--- src/rtl/freq_counter_gated.sv ---
// ---------------------------------------------------------------------------
// freq_counter_gated
//
// Gated BCD frequency counter. An asynchronous input is synchronised, its
// rising edges are counted in BCD over a programmable gate window, and at
// the end of every completed gate the count is latched together with an
// overflow flag, the decimal-point position and a one-cycle valid strobe.
// Gates run back to back while enable_in is high, with no dead cycle.
//
// Ports
//   clk_in     : system clock
//   resetn_in  : asynchronous active-low reset
//   enable_in  : 1 = run back-to-back gates, 0 = idle (aborts a running gate)
//   range_in   : gate select, 0 = GATE_CYCLES, 1 = /10, 2 and 3 = /100
//   signal_in  : asynchronous signal whose rising edges are counted
//   digits     : latched BCD result, digit 0 in bits [3:0]
//   overflow   : latched, last gate exceeded the BCD capacity
//   dp_pos     : latched range of the last result (0, 1 or 2)
//   valid      : one-cycle pulse when a new result is latched
// ---------------------------------------------------------------------------
module freq_counter_gated #(
  parameter int DIGITS_NUM  = 6,
  parameter int GATE_CYCLES = 1000000,
  parameter int SYNC_STAGES = 2
) (
  input  logic                    clk_in,
  input  logic                    resetn_in,
  input  logic                    enable_in,
  input  logic [1:0]              range_in,
  input  logic                    signal_in,
  output logic [4*DIGITS_NUM-1:0] digits,
  output logic                    overflow,
  output logic [1:0]              dp_pos,
  output logic                    valid
);

  localparam int GW = $clog2(GATE_CYCLES + 1);
  localparam int CW = 4 * DIGITS_NUM;

  localparam logic [GW-1:0] LEN_R0 = GW'(GATE_CYCLES);
  localparam logic [GW-1:0] LEN_R1 = GW'(GATE_CYCLES / 10);
  localparam logic [GW-1:0] LEN_R2 = GW'(GATE_CYCLES / 100);

  typedef enum logic {
    IDLE = 1'b0,
    GATE = 1'b1
  } state_t;

  state_t                 state_q, state_d;
  logic [SYNC_STAGES-1:0] syncFf_q;
  logic                   prev_q;
  logic [GW-1:0]          gateCnt_q, gateCnt_d;
  logic [1:0]             range_q, range_d;
  logic [CW-1:0]          count_q, count_d;
  logic                   ovf_q, ovf_d;
  logic [CW-1:0]          digits_q, digits_d;
  logic                   overflow_q, overflow_d;
  logic [1:0]             dpPos_q, dpPos_d;
  logic                   valid_q, valid_d;

  logic                   syncOut;
  logic                   risingEdge;
  logic [1:0]             rangeSel;
  logic [GW-1:0]          lenSel;
  logic [CW:0]            incResult;
  logic [CW-1:0]          countStep;
  logic                   ovfStep;

  // BCD increment across all digits. The top bit of the result is the carry
  // out of the most significant digit, i.e. the increment started from all-9s.
  function automatic logic [CW:0] bcdIncrement(input logic [CW-1:0] value);
    logic [CW-1:0] result;
    logic          carry;
    result = value;
    carry  = 1'b1;
    for (int i = 0; i < DIGITS_NUM; i++) begin
      if (carry) begin
        if (value[4*i +: 4] >= 4'd9) begin
          result[4*i +: 4] = 4'd0;
        end else begin
          result[4*i +: 4] = value[4*i +: 4] + 4'd1;
          carry            = 1'b0;
        end
      end
    end
    return {carry, result};
  endfunction

  assign syncOut    = syncFf_q[SYNC_STAGES-1];
  assign risingEdge = syncOut & ~prev_q;

  // Range 3 behaves exactly like range 2, so it is folded at the sample point
  // and dp_pos only ever reports 0, 1 or 2.
  assign rangeSel = (range_in == 2'd3) ? 2'd2 : range_in;

  always_comb begin
    case (rangeSel)
      2'd0:    lenSel = LEN_R0;
      2'd1:    lenSel = LEN_R1;
      default: lenSel = LEN_R2;
    endcase
  end

  // Count value after taking this cycle's edge into account. An increment
  // out of all-9s sets the overflow flag and leaves the count saturated.
  always_comb begin
    incResult = bcdIncrement(count_q);
    countStep = count_q;
    ovfStep   = ovf_q;
    if (risingEdge) begin
      if (incResult[CW]) begin
        ovfStep = 1'b1;
      end else begin
        countStep = incResult[CW-1:0];
      end
    end
  end

  // Synchroniser chain plus the previous-value register for edge detection.
  // prev_q follows the synchroniser in every state so that a level already
  // high when a gate opens never looks like a fresh edge.
  always_ff @(posedge clk_in or negedge resetn_in) begin
    if (!resetn_in) begin
      syncFf_q <= '0;
      prev_q   <= 1'b0;
    end else begin
      syncFf_q <= {syncFf_q[SYNC_STAGES-2:0], signal_in};
      prev_q   <= syncOut;
    end
  end

  // Next-state logic. The terminal cycle (gate counter at 1) closes the
  // result even if enable_in has dropped in that same cycle, and reloads the
  // gate counter straight away when enable_in is high so consecutive gates
  // have no gap between them.
  always_comb begin
    state_d    = state_q;
    gateCnt_d  = gateCnt_q;
    range_d    = range_q;
    count_d    = count_q;
    ovf_d      = ovf_q;
    digits_d   = digits_q;
    overflow_d = overflow_q;
    dpPos_d    = dpPos_q;
    valid_d    = 1'b0;

    case (state_q)
      IDLE: begin
        count_d = '0;
        ovf_d   = 1'b0;
        if (enable_in) begin
          state_d   = GATE;
          range_d   = rangeSel;
          gateCnt_d = lenSel;
        end
      end

      GATE: begin
        if (gateCnt_q == GW'(1)) begin
          digits_d   = countStep;
          overflow_d = ovfStep;
          dpPos_d    = range_q;
          valid_d    = 1'b1;
          count_d    = '0;
          ovf_d      = 1'b0;
          if (enable_in) begin
            range_d   = rangeSel;
            gateCnt_d = lenSel;
          end else begin
            state_d = IDLE;
          end
        end else if (!enable_in) begin
          state_d = IDLE;
          count_d = '0;
          ovf_d   = 1'b0;
        end else begin
          count_d   = countStep;
          ovf_d     = ovfStep;
          gateCnt_d = gateCnt_q - GW'(1);
        end
      end

      default: begin
        state_d = IDLE;
        count_d = '0;
        ovf_d   = 1'b0;
      end
    endcase
  end

  // Control state, running count and latched result registers.
  always_ff @(posedge clk_in or negedge resetn_in) begin
    if (!resetn_in) begin
      state_q    <= IDLE;
      gateCnt_q  <= '0;
      range_q    <= 2'd0;
      count_q    <= '0;
      ovf_q      <= 1'b0;
      digits_q   <= '0;
      overflow_q <= 1'b0;
      dpPos_q    <= 2'd0;
      valid_q    <= 1'b0;
    end else begin
      state_q    <= state_d;
      gateCnt_q  <= gateCnt_d;
      range_q    <= range_d;
      count_q    <= count_d;
      ovf_q      <= ovf_d;
      digits_q   <= digits_d;
      overflow_q <= overflow_d;
      dpPos_q    <= dpPos_d;
      valid_q    <= valid_d;
    end
  end

  assign digits   = digits_q;
  assign overflow = overflow_q;
  assign dp_pos   = dpPos_q;
  assign valid    = valid_q;

endmodule

--- config.mk ---
export PLATFORM = sky130hd
export DESIGN_NAME = freq_counter_gated
export DESIGN_NICKNAME = d
export VERILOG_FILES = /design/src/rtl/freq_counter_gated.sv
export SDC_FILE = /design/constraint.sdc
export NUM_CORES = 1
export LEC_CHECK = 0
export BUFFER_PORTS_ARGS = -buffer_cell sky130_fd_sc_hd__buf_2
export CORE_MARGIN = 10
export CORE_UTILIZATION = 45
export DETAILED_ROUTE_END_ITERATION = 16
export PLACE_DENSITY_LB_ADDON = 0.08
export SYNTH_ARGS = -nofsm -noshare
export SYNTH_HDL_FRONTEND = slang
export SYNTH_SLANG_ARGS = --single-unit
--- constraint.sdc ---
create_clock -name clk_in -period 1.98 [get_ports clk_in]
set_input_delay 0.198 -clock clk_in [delete_from_list [all_inputs] [get_ports clk_in]]
set_output_delay 0.198 -clock clk_in [all_outputs]
set_load 0.02 [all_outputs]
## Yosys cells after proc, flatten, opt, wreduce, memory -nomap -nowiden

Index checks and enable logic that the tools add are counted.

- Bits of input ports: 6
- Output and inout port bits: 28
- Bits in registers: 79
- Memories kept: 0
- Memory bits (read-only): 0
- Latch bits: 0
- Bits in writable memories: 0

- $lt $le $gt $ge: 6
- Divide/modulo/power cells: 0
- Bitwise gates (word level): 3
- Equality and inequality tests: 5
- Mux-type cells: 44
- Reduce and logical (&&, ||, !) cells: 2
- Shift operators: 0
- $add $sub $neg: 7
- Multiply operators: 0

Operators with widths:

| kind | number |
|---|---|
| $mux 24 | 4 |
| $pmux 20 s2 | 2 |
| $mux 20 | 3 |
| $pmux 24 s2 | 1 |
| $mux 4 | 11 |
| $add 4x1->4 const B | 6 |
| $ge 4x4->1 const B | 6 |
| $eq 20x1->1 const B | 1 |
| $sub 20x1->20 const B | 1 |
| $mux 1 | 18 |
| $mux 2 | 3 |
| $pmux 2 s2 | 1 |
| $ne 3x2->1 const B | 1 |
| $eq 2x1->1 const B | 1 |
| $eq 2x2->1 const B | 1 |
| $logic_not 2->1 | 1 |
| $ne 2x1->1 const B | 1 |
| $not 1->1 | 2 |
| $pmux 1 s2 | 1 |
| $reduce_and 2->1 | 1 |
| $and 1x1->1 | 1 |

## Longest topological paths before layout

Gate-level depths: netlist of the first run.

- Word-level depth: 12
- Depth in mapped cells: 10
- Depth with buffers taken out: 7

## Least setup slack after synthesis of the first run

Ideal clock, no wire load.

- Path kind: register to register
- Start: register gateCnt_q[13]
- End: register gateCnt_q[19]
- Cell stages (with the launch flop): 7
- Path buffers: 1
- Setup slack: -0.159 ns
- Setup time: 0.104 ns
- Arrival: 2.035 ns
- Cell sequence: dfrtp_1 > or4_4 > buf_6 > nor4b_4 > a31oi_4 > or4_4 > o311ai_1

- Cells in the longest elaborated chain, start to end: 4
- Elaborated cells between the ends (all ways): 6
- Those cells by class: 1 x add/sub; 2 x eq/ne; 3 x mux

Ends and longest elaborated chain:

| element | line | text |
|---|---|---|
| start, declared | 52 | `logic [GW-1:0] gateCnt_q, gateCnt_d;` |
| start signal, assigned | 205 | `gateCnt_q <= gateCnt_d;` |
| $sub 20x1->20 | 179 | `gateCnt_d = gateCnt_q - GW'(1);` |
| $mux 20 | 172 | `end else if (!enable_in) begin` |
| $mux 20 | 159 | `if (gateCnt_q == GW'(1)) begin` |
| $pmux 20 s2 | 147 | `case (state_q)` |

Several ways; a longest one is shown, not always the timed one. The select of a mux whose other input is x is not followed.
A chain may end at the register's enable or synchronous reset.

## Worst setup path in the final report of the first run

- Start: register gateCnt_q[11]
- End: register gateCnt_q[15]

Same word-level chain as after synthesis.

==> summary by stage, run 1 <==
Run status
The run finished, with violations left. The final reports fail on negative setup slack.

Synthesis
The sequential-to-total area share from yosys stat is 47.49%. The gate count of the mapped netlist is 428. Synthesis inferred 79 register bits.

In the synthesized netlist the dominant register cell turns out to be dfrtp_1. The number of different library cells used by synthesis comes to 66. In this run the cell area of the synthesized design comes to 4163 um^2. The number of flops mapped to enable cells by yosys is 0. The fraction of registers with async set/reset is 100.0%. For this run, the number of Yosys warnings is 0. Each instance of the synthesized netlist takes up on average 9.726 um^2.

The number of nets handed over by synthesis was 454.

Power
The internal portion of total power is 2.805 mW. The combinational fraction of design power is 15.6%. Overall power consumption after layout is estimated at 3.817 mW. Summed over all nets, the switching power comes to 1.012 mW. The switching part of the total power is 26.52%. The analysis attributes to cell leakage a power of 2.647 nW. The relative contribution of the clock network to total power is 38.0%. Registers are responsible for 46.3% of the overall power.

The power density relative to cell area is 647.7 nW/um^2. The maximum VDD drop is 0.0003687 V.

Worst setup path
The data arrival time of the worst path is 2380 ps. The type of the worst setup path is reg2reg. The master of the slowest instance on the critical path is or4_4.

The nature of the critical path endpoint is a register. The critical path goes through or4_4 > nand4b_4 > o21ai_4 > buf_12 > o21ai_1 > a221o_2. The required time of the critical path is 2220 ps. The number of buffers and inverters on the critical path is 1. The worst setup path is launched from a register. The family with the most delay on the worst path is simple AND/OR/NAND/NOR gates. On the worst path, the slowest cell contributes a delay of 590 ps. The largest fanout of any net on the critical path is 7.

Drt
For this block, the via count after detailed routing is 3776. The number of vias per cell is 5.747. Dividing the detail-routed wire length by the instance count gives 17.19 um. After the first detailed-routing iteration, the DRC count stood at 163. The detail route stage leaves a number of antenna-violating nets equal to 0.

In the routed design, unresolved DRC markers number 0. For this run, the detailed router's first-pass iteration total came to 4. Wires add up to 11290 um.

Placed design
The weighted congestion at the end of routability-driven global placement is 0.8832. The number of input and output port buffers inserted is 33. OpenSTA, run right after detailed placement, puts the worst setup slack at -185.3 ps. The placed wire-length estimate is 7765 um.

CTS
Clock tree synthesis found a total of 79 sinks. The CTS tree is done. Clock-pin slew was measured on the worst setup and hold paths at 80 ps. The tree is rooted in a clkbuf_8.

The H-tree generated during clock tree synthesis spans 3 levels. The largest buffer count on any clock path is 2. The clock latency of the later-clocked register in the worst-skew pair is 350 ps.

The number of CTS-inserted buffers is 9.

Global routing
The number of global-route vias before repair is 3744. The number of antenna violations at the first check in global routing is 0. The total congestion overflow after global routing is 0. The combined global-route utilization of all metal layers is 17.29%. The first-pass GRT wire length is 18640 um. Entering global routing, the biggest net connects 41 pins.

Floorplan
The core area is 9109 um^2. Measured along the x axis, the die boundary spans 116.2 um. Pin placement for this block handled 34 I/O pins.

The die covers 13500 um^2. The total number of placement rows is 35. The initial cell density of the core is 45.70%.

The vertical die dimension is 116.2 um.

Hold path
The worst min-delay path class is in2reg.

Timing
Setup violations remaining at the end of the flow were counted as 68. The worst path uses 108.0% of the clock period. The clock arrives with 9.758 ps of skew.

The sum of negative setup slack is -6390 ps. The number of endpoints with negative hold slack in the final report came to 0. For the pin with the worst max-slew slack, the measured transition is 516.3 ps.

Once routing completed, OpenROAD measured the worst setup slack at -157.6 ps. The top achievable clock speed is 467.8 MHz. The number of max-slew violations in the final report is 0. Counting I/O delays and the setup requirement, the final critical path takes 2138 ps. Setup repair after global routing could not meet its margin everywhere. Headroom to the max-slew limit came out at 65.58%.

Final layout
The repair_antennas step left the layout with diodes totalling 0. The share of the core filled with cells is 64.70%. The final layout contains 567 nets. Relative to the synthesized area, the layout overhead comes to 41.57%. The ratio of cells with drive above 1 in the final layout is 40.48%.

Job
The count of max-cap constraint violations is 0.
[power by group through the flow]
stage | clock [mW] | combinational, mW | sequential (mW)
after floorplan | 0 | 0.293 | 1.80
after CTS | 1.49 | 0.563 | 1.77
after detailed placement | 0 | 0.538 | 1.80
after global routing | 1.56 | 0.660 | 1.78
after global placement | 0 | 0.533 | 1.80
final | 1.45 | 0.597 | 1.77
[state kept, by name, summed over array words and instances, names as in the netlist]
| register | cells |
|---|---|
| prev_q | 1 |
| count_q | 24 |
| range_q | 2 |
| state_q | 1 |
| valid | 1 |
| gateCnt_q | 20 |
| ovf_q | 1 |
| digits | 24 |
| syncFf_q | 2 |
| overflow | 1 |
| dp_pos | 2 |
[kinds of logic after synthesis]
logic type | after synthesis | synth area share [%]
XOR/XNOR | 4 | 0.8418
AO/OA/AOI/OAI | 102 | 16.68
adder cells (fa/ha/maj) | 20 | 6.011
multiplexers | 5 | 1.232
flip-flops | 79 | 47.49
buffers and inverters | 42 | 4.479
AND/OR/NAND/NOR | 176 | 23.26
[cell usage after synthesis (4+ instances only)]
cell,instances,share of area [%]
nor2_1,54,4.9
and2_1,5,0.75
buf_2,8,0.96
o2bb2ai_1,4,0.84
clkbuf_1,8,0.72
nand4_1,6,0.90
mux2i_1,4,0.96
nor3b_1,5,0.90
nor3_1,19,2.3
a31oi_1,5,0.75
a21oi_1,25,3.0
nor4_1,9,1.4
inv_1,22,2.0
ha_1,20,6.0
or3b_2,4,0.84
dfrtp_1,79,47
and4_1,8,1.7
o2111ai_1,4,0.84
o21ai_1,9,1.1
nand2_1,29,2.6
a22oi_1,4,0.72
nand3_1,11,1.3
o21ai_0,18,2.2
[cells in the final DEF, fill, tap and decap left out, types with 4 or more instances in the layout]
| cell type | count |
|---|---|
| buf_6 | 13 |
| and2_1 | 4 |
| dfrtp_1 | 79 |
| mux2i_1 | 4 |
| o21ai_2 | 10 |
| or3b_4 | 4 |
| o21ai_1 | 6 |
| nor3_2 | 8 |
| and4_1 | 5 |
| buf_2 | 32 |
| clkbuf_8 | 9 |
| nand2_1 | 16 |
| nor4_1 | 8 |
| nand4_1 | 6 |
| buf_12 | 8 |
| nand2_4 | 7 |
| nor3_1 | 12 |
| ha_1 | 18 |
| nand3_1 | 10 |
| nor2_1 | 47 |
| inv_1 | 20 |
| nor2_4 | 4 |
| a21oi_1 | 21 |
| a21oi_2 | 4 |
| buf_4 | 64 |
| nor3b_1 | 4 |
| a31oi_1 | 5 |
| o21ai_0 | 11 |
| nand2_2 | 6 |
[metrics by stage]
stage / instance area [um^2] / std cells / hold WS, ps
floorplan: 4200 / 428 / -97.59
global placement: 4966 / 622 / 209.8
detailed placement: 4966 / 622 / 212.2
CTS: 5502 / 650 / 159.4
global route: 5893 / 657 / 178.4
finish: 5893 / 657 / 185.5
[path summary, 6_finish.rpt]
kind                       slack (ps)                         to                 startpoint  depth (start not counted)
hold / removal                    190     range_q[1]$_DFFE_PN0P_                range_in[1]                          2
max in group asynchronous        1020      count_q[13]$_DFF_PN0_                  resetn_in                          3
min in group asynchronous         350      digits[4]$_DFFE_PN0P_                  resetn_in                          2
setup reg to reg                 -160  gateCnt_q[15]$_DFFE_PN0P_  gateCnt_q[11]$_DFFE_PN0P_                          6
hold reg to reg                   350      syncFf_q[1]$_DFF_PN0_      syncFf_q[0]$_DFF_PN0_                          0
setup / recovery                 -160  gateCnt_q[15]$_DFFE_PN0P_  gateCnt_q[11]$_DFFE_PN0P_                          6
[metal layers]
metal	up-vias	GRT usage (%)	part of all wire (%)
li1	1802	-	-
met1	1857	20.44	41
met2	92	30.38	53
met3	25	2.517	3.8
met4	0	7.840	2.5
met5	-	0	0
[final cells by class]
class,count,area [um^2]
Fill cell,719,3216
Multi-Input combinational cell,307,2407
Sequential cell,79,1977
Timing Repair Buffer,122,1050
Tap cell,111,138.9
Clock buffer,11,131.4
Clock inverter,5,106.4
Inverter,22,82.58
[timing repair]
action / CTS / global route
setup endpoints to repair: 60 / 73
gates resized for setup: 46 / 77
cloned: 3 / 0
buffers inserted: 7 / 8
pin swaps: 15 / 26
hold buffers: 2 / 0
hold endpoints to repair: 40 / 0
Power figures use the tool's default switching activity.
==> run 2: changes to the inputs <==
- BUFFER_PORTS_ARGS: -buffer_cell sky130_fd_sc_hd__buf_2 -> unset
- DONT_BUFFER_PORTS: unset -> 1
==> run 2 against run 1 <==
The flow finishes with violations (negative hold slack, negative setup slack); global-route usage decreased by 0.60 points; utilization is 1.3 points lower; sequential power about the same; combinational power up 3%; die area stayed put; final cell count decreased by 3.5%; total power decreased by 5.4%; cell area shrank 2.1%; clock-buffer cell count stayed put; critical endpoint is now gateCnt_q[6]$_DFFE_PN0P_; highest routed layer unchanged.
==> summary by stage, run 2 (same netlist as run 1, synthesis figures left out) <==
Run status
The checks that failed: negative hold slack, negative setup slack. The run finished, with violations left.

Global routing
The maximum number of pins on one net before global-route repair is 80 (+95%). The combined global-route utilization of all metal layers is 16.68% (-0.60 points). The number of global-route vias before repair is 3590 (-4.1%). The first-pass GRT wire length is 17970 um (-3.6%).

The total congestion overflow after global routing is 0 (unchanged). The number of antenna violations at the first check in global routing was 0 (unchanged).

Timing
Setup repair after global routing could not meet its margin everywhere. The number of endpoints with negative hold slack in the final report was 79 (+79). The final critical-path required period is 2130 ps (-7.704 ps). The total setup violations reported at the end of the flow is 67 (-1.5%). The sum of negative setup slack is -3594 ps (+2795 ps). The share of the clock period used by the worst path is 107.6% (-0.39 points). The worst-case clock skew is 7.087 ps (-2.671 ps).

The final worst slack is -149.9 ps (+7.704 ps). The number of max-slew violations in the final report came to 0 (unchanged). The top achievable clock speed is 469.5 MHz (+0.36%). The worst hold slack after final layout was -474.1 ps (-659.6 ps).

The worst relative slew slack is 62.61% (-3.0 points). The measured slew at the worst slew-check pin is 555.0 ps (+38.69 ps).

Hold path
The worst min-delay path class is in2async.

Worst setup path
The reg-to-reg setup timing slack is -150 ps (about the same). The slowest stage of the critical path is the or4_4 cell. The delay contributed by the slowest stage of the critical path is 560 ps (-30 ps). The largest fanout of any net on the critical path is 5 (-2).

The count of buffering cells on the critical path with inverters included came to 0 (-1). The worst setup path is of the reg2reg kind. The kind of launch point of the worst setup path is a register.

The most common cell type on the critical path is or4_4. The family with the most delay on the worst path is simple AND/OR/NAND/NOR gates. The required time of the critical path is 2250 ps (+30 ps). The data arrival time of the worst path was 2400 ps (+20 ps).

Walking the worst path, the cells encountered are or4_4 > nor4b_4 > a31oi_4 > or4_4 > o221ai_1. STA classifies the critical path endpoint as a register.

Final layout
The count of antenna diodes in the layout is 0 (unchanged). The ratio of cells with drive above 1 in the final layout came to 40.34% (-0.13 points). The most common cell after layout, fill and taps aside is dfrtp_1. The share of the core filled with cells is 63.37% (-1.3 points). The library cells used most frequently in the layout, excluding fill and tap cells, are dfrtp_1, buf_4, nor2_1. Compared with the post-synthesis result, the final layout area differs by 38.65%. The cell area after layout came to 5772 um^2 (-2.1%). The total number of nets in the final design came to 544 (-4.1%).

Floorplan
The vertical die dimension is 116.2 um (unchanged). The die width came to 116.2 um (unchanged). The initial cell density of the core was 45.70% (unchanged). The number of placed I/O pins is 34 (unchanged). The total number of placement rows is 35 (unchanged). The area of the die is 13500 um^2 (unchanged). The core area was 9109 um^2 (unchanged).

Power
The power density relative to cell area was 625.9 nW/um^2 (-3.4%). The total design power is 3.612 mW (-5.4%). The maximum VDD drop is 0.0003119 V (-15%). The reported leakage power is 2.474 nW (-6.5%).

Drt
The residual antenna-violating net count after detailed routing is 0 (unchanged). The wire length per cell after detailed routing is 18.19 um (+5.8%). The total wire length is 11530 um (+2.1%). The remaining design rule violation count is 0 (unchanged). The DRC violation total after the first TritonRoute iteration is 152 (-6.7%).

The count of vias placed by the detailed router was 3627 (-3.9%). The first-pass iteration count of the detailed router is 4 (unchanged). The number of vias per cell is 5.721 (-0.46%).

Placed design
The placed wire-length estimate was 7678 um (-1.1%). The placed standard-cell area is 4818 um^2 (-3.0%). The number of input and output port buffers inserted is 0 (-100%). The weighted congestion at the end of routability-driven global placement came to 0.8743 (-1.0%). The pre-CTS worst setup slack was -186.0 ps (-0.7340 ps).

CTS
The clock transition at the register clock pins on the worst setup and hold paths after CTS is 90 ps (about the same). The largest buffer count on any clock path is 2 (unchanged). TritonCTS built the clock tree. The hold buffer count at cts is 4 (+2).

The number of H-tree levels is 3 (unchanged). The number of CTS-inserted buffers was 9 (unchanged). The clock tree root driver cell is clkbuf_8. The number of clock sinks is 79 (unchanged).

The clock latency of the later-clocked register in the worst-skew pair is 350 ps (about the same).

Job
The count of max-cap constraint violations came to 0 (unchanged).
## run 2: path summary, 6_finish.rpt
| check | startpoint | depth (start not counted) | endpoint |
|---|---|---|---|
| setup reg to reg | gateCnt_q[13]$_DFFE_PN0P_ | 5 | gateCnt_q[6]$_DFFE_PN0P_ |
| min in group clk_in | enable_in | 2 | gateCnt_q[17]$_DFFE_PN0P_ |
| hold / removal | resetn_in | 0 | digits[5]$_DFFE_PN0P_ |
| setup / recovery | gateCnt_q[13]$_DFFE_PN0P_ | 5 | gateCnt_q[6]$_DFFE_PN0P_ |
| hold reg to reg | syncFf_q[0]$_DFF_PN0_ | 0 | syncFf_q[1]$_DFF_PN0_ |
| max in group asynchronous | resetn_in | 0 | digits[23]$_DFFE_PN0P_ |
## run 2: metrics by stage
step,hold WS (ps),cells
finish,-474.1,634
global route,-491.9,634
CTS,-484.0,624
detailed placement,-94.94,600
global placement,-94.70,600
floorplan,-97.59,428
## run 2: final cells by class
type	instances	area (um^2)
multi-input combinational	307	2457
fill	750	3337
clock buffer	11	141.4
tap	111	138.9
inverter	22	82.58
clock inverter	5	57.56
sequential	79	1977
timing repair buffer	99	917.1
## run 2: what timing repair did
action / 4_1_cts / 5_1_grt
cloned: 0 / 3
pin swaps: 30 / 30
resized for setup: 58 / 87
hold endpoints to repair: 88 / 79
endpoints found under the setup margin: 71 / 73
buffers inserted: 4 / 7
## run 2: routing by layer
layer	share of wire, %	GRT usage, %	wire length [um]
met1	42	19.81	4833
met4	1.7	5.588	196
met2	53	29.65	6135
met3	3.2	3.030	366
met5	0	0	0
## run 2: where the power goes
| part | switching (mW) | leakage, nW | internal, mW | total (mW) |
|---|---|---|---|---|
| clock | 0.623 | 0.0916 | 0.616 | 1.24 |
| combinational | 0.314 | 1.32 | 0.300 | 0.614 |
| sequential | 0.0671 | 1.06 | 1.69 | 1.76 |
| total | 1.00 | 2.47 | 2.61 | 3.61 |
## run 2: worst register-to-register path, cell delays in order, from the launching register on
cell and delay (ps):
dfrtp_1 400, or4_4 560, nor4b_4 340, a31oi_4 180, or4_4 480, o221ai_1 90
==> run 3: changes to the inputs <==
- CORE_UTILIZATION: 45 -> 57
==> run 3 against run 2 <==
The flow still finishes with violations (negative hold slack, negative setup slack); clock skew about the same; wire length increased by 1.8%; critical path type unchanged; final cell count is 2.8% lower.
==> summary by stage, run 3 (same netlist as run 1, synthesis figures left out) <==
CTS
The clock tree root driver cell is clkbuf_8. The clock latency of the later-clocked register in the worst-skew pair is 360 ps (about the same). The number of CTS-inserted buffers is 9 (unchanged).

The number of clock sinks is 79 (unchanged). TritonCTS built the clock tree. The largest buffer count on any clock path is 2 (unchanged). The clock transition at the register clock pins on the worst setup and hold paths after CTS is 90 ps (about the same). The number of H-tree levels is 3 (unchanged). The hold buffer count at cts was 3 (-1).

Placed design
The placed wire-length estimate is 7412 um (-3.5%). The pre-CTS worst setup slack was -161.8 ps (+24.19 ps). The number of input and output port buffers inserted came to 0 (unchanged). The weighted congestion at the end of routability-driven global placement is 0.9047 (+3.5%). The placed standard-cell area is 4746 um^2 (-1.5%). The total instance count after detailed placement is 577 (-3.8%).

Global routing
The maximum number of pins on one net before global-route repair is 80 (unchanged). The combined global-route utilization of all metal layers is 19.19% (+2.5 points). The global routing met2 resource utilization is 33.29% (+3.6 points). The first-pass GRT wire length came to 17620 um (-1.9%). In this run the most used layer during global routing was met2. The met3 usage in global routing is 4.019% (+0.99 points). The number of antenna violations at the first check in global routing is 0 (unchanged).

The number of global-route vias before repair is 3637 (+1.3%). The met1 track demand over resource in global routing is 22.06% (+2.3 points). The total congestion overflow after global routing is 0 (unchanged).

Worst setup path
The most common cell type on the critical path is or4_4. The largest fanout of any net on the critical path was 4 (-1). The type of the worst setup path is reg2reg. The required time of the critical path is 2240 ps (about the same). The startpoint identified for the worst register-to-register timing path is gateCnt_q[14]$_DFFE_PN0P_. The nature of the critical path endpoint is a register.

Walking the worst path, the cells encountered are or4_4 > nor4b_4 > a31oi_4 > or4_4 > o311ai_2. The family with the most delay on the worst path is simple AND/OR/NAND/NOR gates. The kind of launch point of the worst setup path is a register. The master of the slowest instance on the critical path is or4_4.

The count of buffering cells on the critical path with inverters included is 0 (unchanged). The data arrival time of the worst path is 2380 ps (-20 ps). The delay contributed by the slowest stage of the critical path is 570 ps (about the same).

Tracing the worst setup path back leads to its startpoint at gateCnt_q[14]$_DFFE_PN0P_.

Final layout
Leaving out fill and tap cells, the most frequent cell in the layout is dfrtp_1. The total number of nets in the final design came to 538 (-1.1%). The top cell types in the final layout, fill and taps aside, are dfrtp_1, buf_4, nor2_1. The share of the core filled with cells is 78.03% (+15 points). The final cell count without fillers is 616 (-2.8%). The count of antenna diodes in the layout is 0 (unchanged). The cell area after layout is 5599 um^2 (-3.0%). The ratio of cells with drive above 1 in the final layout is 37.72% (-2.6 points).

Relative to the synthesized area, the layout overhead comes to 34.51%.

Power
The part of the power in registers is 51.3% (+2.6 points). The power spent charging and discharging nets is 0.9931 mW (-1.1%). The total design power was 3.465 mW (-4.1%). The combinational fraction of design power is 15.6% (-1.4 points).

The relative contribution of the clock network to total power is 33.1% (-1.2 points). The reported leakage power is 2.438 nW (-1.5%). The maximum VDD drop came to 0.0004212 V (+35%).

The internal portion of total power came to 2.472 mW (-5.2%). The power density relative to cell area is 618.9 nW/um^2 (-1.1%). The switching part of the total power is 28.66% (+0.87 points).

Timing
The number of endpoints with negative hold slack in the final report came to 79 (unchanged). The final worst slack came to -144.9 ps (+5.032 ps). The sum of negative setup slack is -4414 ps (-819.3 ps). The final critical-path required period came to 2125 ps (-5.032 ps).

The top achievable clock speed is 470.6 MHz (+0.24%). The total setup violations reported at the end of the flow came to 51 (-24%). Setup repair after global routing could not meet its margin everywhere. The number of max-slew violations in the final report is 0 (unchanged).

The measured slew at the worst slew-check pin is 571.3 ps (+16.30 ps). The share of the clock period used by the worst path was 107.3% (-0.25 points). The worst relative slew slack is 61.84% (-0.77 points). The worst hold slack after final layout is -471.9 ps (+2.182 ps).

The worst-case clock skew is 6.798 ps (-0.2887 ps).

Job
The count of max-cap constraint violations is 0 (unchanged).

Drt
The remaining design rule violation count came to 0 (unchanged). The count of vias placed by the detailed router is 3736 (+3.0%). The first-pass iteration count of the detailed router came to 5 (+1). The residual antenna-violating net count after detailed routing is 0 (unchanged).

The number of vias per cell is 6.065 (+6.0%). The total wire length is 11730 um (+1.8%). The wire length per cell after detailed routing was 19.05 um (+4.7%).

The DRC violation total after the first TritonRoute iteration is 205 (+35%).

Floorplan
The initial cell density of the core came to 58.01% (+12 points). The number of placed I/O pins is 34 (unchanged). The total number of placement rows is 31 (-11%).

The core area is 7176 um^2 (-21%). The die width is 105.5 um (-9.2%). The vertical die dimension is 105.5 um (-9.2%). The area of the die is 11120 um^2 (-18%).

Run status
The final reports fail on negative hold slack, negative setup slack. The run finished, with violations left.

Hold path
The min-delay analysis places its worst path in the category in2async.
## run 3: worst paths after layout
path                                              to  slack, ps  cells past startpoint
max                        gateCnt_q[19]$_DFFE_PN0P_       -140                      5
min                             count_q[4]$_DFF_PN0_       -470                      0
max reg2reg                gateCnt_q[19]$_DFFE_PN0P_       -140                      5
min reg2reg                    syncFf_q[1]$_DFF_PN0_        360                      0
max in group asynchronous      count_q[11]$_DFF_PN0_       2350                      0
min in group clk_in         gateCnt_q[4]$_DFFE_PN0P_         20                      2
## run 3: power by group through the flow
stage	sequential (mW)	combinational, mW	clock (mW)
6_report	1.78	0.540	1.15
5_1_grt	1.79	0.588	1.23
4_1_cts	1.77	0.480	1.16
3_5_place_dp	1.80	0.458	0
3_3_place_gp	1.80	0.443	0
2_1_floorplan	1.80	0.293	0
## run 3: layer usage
layer  vias to the layer above  wire, um  part of all wire [%]
met3                        46       628                   5.4
met4                         0       449                   3.8
met5                         -         0                     0
met2                       117      6083                    52
li1                       1730         -                     -
met1                      1843      4571                    39
## run 3: what timing repair did
item	4_1_cts	5_1_grt
resized for setup	33	83
endpoints found under the hold margin	87	79
gates cloned	0	3
setup endpoints to repair	58	69
pin swaps	11	25
buffers inserted	9	8
## run 3: worst register-to-register path: cells and delay by family (launching register included)
kind	cells	cell delay [ps]
DFF	1	400
AOI/OAI and AO/OA	2	250
and+or+nand+nor	3	1370
## run 3: area by class of cell
type                            instances  area (um^2)
Multi-Input combinational cell        307         2391
Sequential cell                        79         1977
Fill cell                             465         1577
Timing Repair Buffer                   93        842.1
Clock buffer                           11        151.4
Tap cell                               99        123.9
Inverter                               22        82.58
Clock inverter                          5        31.28
